### config.mk
export PLATFORM = sky130hd
export DESIGN_NAME = id_ex_pipe_reg
export DESIGN_NICKNAME = d
export VERILOG_FILES = /design/src/rtl/id_ex_pipe_reg.sv
export SDC_FILE = /design/constraint.sdc
export NUM_CORES = 1
export LEC_CHECK = 0
export CORE_ASPECT_RATIO = 1.75
export CORE_MARGIN = 8
export CORE_UTILIZATION = 40
export DETAILED_ROUTE_END_ITERATION = 8
export HOLD_SLACK_MARGIN = 0.12
export PLACE_DENSITY = 0.76
export SLEW_MARGIN = 20
export SYNTH_ARGS = -nofsm -noshare
export SYNTH_HDL_FRONTEND = slang
export SYNTH_SLANG_ARGS = --single-unit
### constraint.sdc
create_clock -name clk -period 2.2 [get_ports clk]
set_input_delay 0.33 -clock clk [delete_from_list [all_inputs] [get_ports clk]]
set_output_delay 0.33 -clock clk [all_outputs]
set_load 0.01 [all_outputs]
### src/rtl/id_ex_pipe_reg.sv
// Generic pipeline stage register with valid/ready handshake, hit freeze, flush-to-bubble
// and an optional two-entry skid buffer; state advances on the falling clock edge.
module id_ex_pipe_reg #(
    parameter int DATA_W = 112,
    parameter int CTRL_W = 16,
    parameter int SKID   = 1,
    parameter int CNT_W  = 16
) (
    input  logic              clk,
    input  logic              rst_n,
    input  logic              hit,
    input  logic              flush,
    input  logic              in_valid,
    output logic              in_ready,
    input  logic [DATA_W-1:0] in_data,
    input  logic [CTRL_W-1:0] in_ctrl,
    output logic              out_valid,
    input  logic              out_ready,
    output logic [DATA_W-1:0] out_data,
    output logic [CTRL_W-1:0] out_ctrl,
    output logic [CNT_W-1:0]  stall_cnt
);

    typedef enum logic [1:0] {
        EMPTY = 2'd0,
        ONE   = 2'd1,
        FULL  = 2'd2
    } state_t;

    state_t state, state_nxt;

    logic [DATA_W-1:0] skid_data;
    logic [CTRL_W-1:0] skid_ctrl;
    logic in_fire, out_fire;
    logic load_in, load_skid, pop_skid;

    assign out_valid = (state != EMPTY);

    // With the skid buffer, in_ready depends only on registered state and hit.
    always_comb begin
        if (SKID != 0) in_ready = rst_n & hit & (state != FULL);
        else           in_ready = rst_n & hit & (!out_valid | out_ready);
    end

    assign in_fire  = in_valid & in_ready & hit;
    assign out_fire = out_valid & out_ready & hit;

    always_comb begin
        state_nxt = state;
        load_in   = 1'b0;
        load_skid = 1'b0;
        pop_skid  = 1'b0;
        case (state)
            EMPTY: begin
                if (in_fire) begin
                    state_nxt = ONE;
                    load_in   = 1'b1;
                end
            end
            ONE: begin
                if (in_fire && (out_fire || SKID == 0)) begin
                    load_in = 1'b1;
                end else if (in_fire) begin
                    state_nxt = FULL;
                    load_skid = 1'b1;
                end else if (out_fire) begin
                    state_nxt = EMPTY;
                end
            end
            FULL: begin
                if (out_fire) begin
                    state_nxt = ONE;
                    pop_skid  = 1'b1;
                end
            end
            default: state_nxt = EMPTY;
        endcase
        // Flush turns everything held into bubbles and drops any incoming entry.
        if (flush) begin
            state_nxt = EMPTY;
            load_in   = 1'b0;
            load_skid = 1'b0;
            pop_skid  = 1'b0;
        end
    end

    always_ff @(negedge clk) begin
        if (!rst_n) begin
            state     <= EMPTY;
            out_data  <= '0;
            out_ctrl  <= '0;
            skid_data <= '0;
            skid_ctrl <= '0;
            stall_cnt <= '0;
        end else begin
            state <= state_nxt;
            if (load_in) begin
                out_data <= in_data;
                out_ctrl <= in_ctrl;
            end else if (pop_skid) begin
                out_data <= skid_data;
                out_ctrl <= skid_ctrl;
            end else if (state_nxt == EMPTY) begin
                out_ctrl <= '0;
            end
            if (load_skid) begin
                skid_data <= in_data;
                skid_ctrl <= in_ctrl;
            end
            if (out_valid && !out_ready && hit && !flush && (stall_cnt != '1))
                stall_cnt <= stall_cnt + CNT_W'(1);
        end
    end

endmodule
==> out/metrics.cfg <==
[sta]
setup_viol = 416
tightest_slew_ns = 0.6261
hold_violations = 0
holdWs_ns = 0.4512
relSlewSlack_pct = 58.22
drv_slew = 0
timing.final.ws_setup_ns = -0.5779
rsz0062_at_grt = true
finalClockSkew_ns = 0.1763

[clocking]
clockBufferDepth = 3
htree_levels = 1
clk_pin_slew_ns = 0.05
clock-sinks = 274
clock_tree.root_cell = clkbuf_16
cts_tree = built
clock_latency_ns = 0.77
cts_inserted_buffers = 26

[yosys]
avgSynthCellArea_sq_um = 8.276
synth_nets = 1390
netlist_instances = 1255
syn_area_sq_um = 10390
yosys-top-cells-area = dfxtp_1 53%, a21oi_1 12%, nand2_1 9.6%
ys_types = 36
yosys_warnings = 0
netlist.area_leader.share_pct = 52.81
synth-seq-area-share_pct = 52.81
synth-seq-cells = 274
synth_top_area_cell = dfxtp_1

[final_layout]
fin_nets = 2220
final_common_cell = inv_1
instances_no_fill = 2431
layout-drive-gt1-share_pct = 52.54
area_growth_pct = 111.7
fin_area_sq_um = 21990
final_cell_mix = 282 x inv_1, 246 x buf_4, 194 x nand2_1

[place]
hpwlAfterDp_microns = 25510
dpl_worst_slack_ns = -1.275
io_buffers = 279
placement.cell_area_sq_um = 15710
place_inst = 1947
routabilityCongestion = 0.8329

[die]
rows = 78
start_util_pct = 40.31
die_w_microns = 137.8
die_area_sq_um = 31580
core_area_sq_um = 25760
dieHeight_microns = 229.2
ios = 280

[critical_path]
r2r_slack_ns = 0.05
crit_chain = nor2b_4, nor3_2, buf_2
cp-end-kind = primary output
cp_slowest_cell = dfxtp_2
path_max_fanout = 3
max_stage_delay_ns = 0.35
critPathArrivalTime_ns = 2.45
worst_r2r_path_depth = 11
crit_type = flip-flop to primary output
reg2reg_from = state[0]$_SDFF_NN0_
startpoint = state[1]$_SDFF_NN0_
worstPathRequired_ns = 1.87
startpoint_type = flip-flop
rr_endpoint = out_data[66]$_SDFFE_NN0P_

[hold_path]
min_from = skid_data[22]$_SDFFE_NN0P_
hold_class = flip-flop to flip-flop
worstHoldEndpoint = skid_data[22]$_SDFFE_NN0P_
hold_depth = 2

[detailed_routing]
wl_met1_microns = 20890
wl_microns = 65180
wl_met3_microns = 6303
wl_met2_microns = 32420
routed_via_density = 6.166
vias = 14990
wl_per_cell_microns = 26.81
top_layer = met4
first_pass_iters = 8
antenna_left = 0
drtIter0Drc = 1773
drc = 0

[outcome]
violations = negative setup slack
status = complete, but fails checks

[global_routing]
grt_util_all_layers_pct = 29.08
antenna_found_initial = 7
global_route.overflow_total = 0
first_global_vias = 14520
grt_pass1_wl_microns = 73180
grt_max_degree = 58

[power_and_ir_drop]
switchingPower_mw = 4.795
power_switching_share_pct = 35.60
p_int_mw = 8.676
combPwrFrac_pct = 8.8
power_frac_seq_pct = 37.7
pwr-share-clk_pct = 53.5
vdd_ir_drop_max_mv = 0.7573
p_leak_nw = 9.191
power.total_mw = 13.47
cellPowerDensity_nw_per_um2 = 612.7

[flow_run]
drv_cap = 0

## what timing repair did
action	4_1_cts	5_1_grt
pin swaps	103	203
gates resized for setup	1015	378
buffers inserted	50	59
cloned	19	38
setup endpoints to repair	418	417
hold buffers	0	0
## layer usage
layer / GRT usage, % / up-vias
li1: - / 6166
met1: 29.07 / 7134
met2: 49.76 / 1258
met3: 8.505 / 431
met4: 20.82 / 0
met5: 0 / -
## worst max-delay path by stage
stage / to / slack, ns
detailed placement: stall_cnt[15]$_SDFFE_NN0P_ / -1.27
global placement: stall_cnt[13]$_SDFFE_NN0P_ / -1.26
floorplan: stall_cnt[11]$_SDFFE_NN0P_ / -0.78
global route: in_ready / -0.60
CTS: in_ready / -0.60
finish: in_ready / -0.58
## registers in the layout, indices dropped and copies added, names as in the netlist
name / cells
skid_ctrl: 16
stall_cnt: 16
skid_data: 112
out_data: 112
out_ctrl: 16
state: 2
## cell families after synthesis
logic type,count (synthesis),share of synthesized area (%)
compound gates,400,23.07
mux,4,0.3855
buf+inv,122,4.457
fa+ha+maj,1,0.1204
flops,274,52.81
simple gates,454,19.15
## synth_stat cells (all sizes together)
library cell    n
dfxtp         274
nand2         267
a21oi         253
nand3         120
a22oi         112
clkbuf        111
nor2           19
a222oi         16
or4             9
nand2b          7
nand4           7
o31ai           7
buf             6
nor4            6
o21ai           6
inv             5
mux2i           4
or3             4
and3            3
nor2b           3
nor3            3
a31oi           2
a21o            1
a221oi          1
and2            1
ha              1
nand4b          1
nor3b           1
o2111ai         1
o41ai           1
or2             1
or2b            1
or3b            1
## through the flow
| step | setup TNS (ns) | utilization (%) |
|---|---|---|
| floorplan | -162.47 | - |
| global placement | -324.90 | 60.96 |
| detailed placement | -336.17 | 60.96 |
| CTS | -101.08 | 74.43 |
| global route | -123.18 | 85.33 |
| finish | -112.29 | 85.34 |
## layout make-up
type	instances	area (sq um)
clock buffers	27	675.6
repair buffers	644	7278
clock inverters	293	1144
fillers	1121	3777
diodes	8	20.02
well taps	320	400.4
flip-flops and latches	274	5700
multi-input cells	861	6746
inverters	4	22.52
## worst max-delay path, delay by kind of cell, from the launching register on
family                 cells  cell delay, ns
AND/OR/NAND/NOR            2            0.25
buffers and inverters      1            0.15
flip-flops                 1            0.35
## power by group through the flow
stage               clock network (mW)  logic (mW)  registers (mW)
CTS                               6.51       0.965            5.09
floorplan                        0.754       0.243            5.17
global route                      7.63        1.22            5.08
finish                            7.20        1.19            5.08
detailed placement               0.754       0.804            5.15
global placement                 0.754       0.791            5.15
No activity file was read; power rests on OpenSTA's default activity.
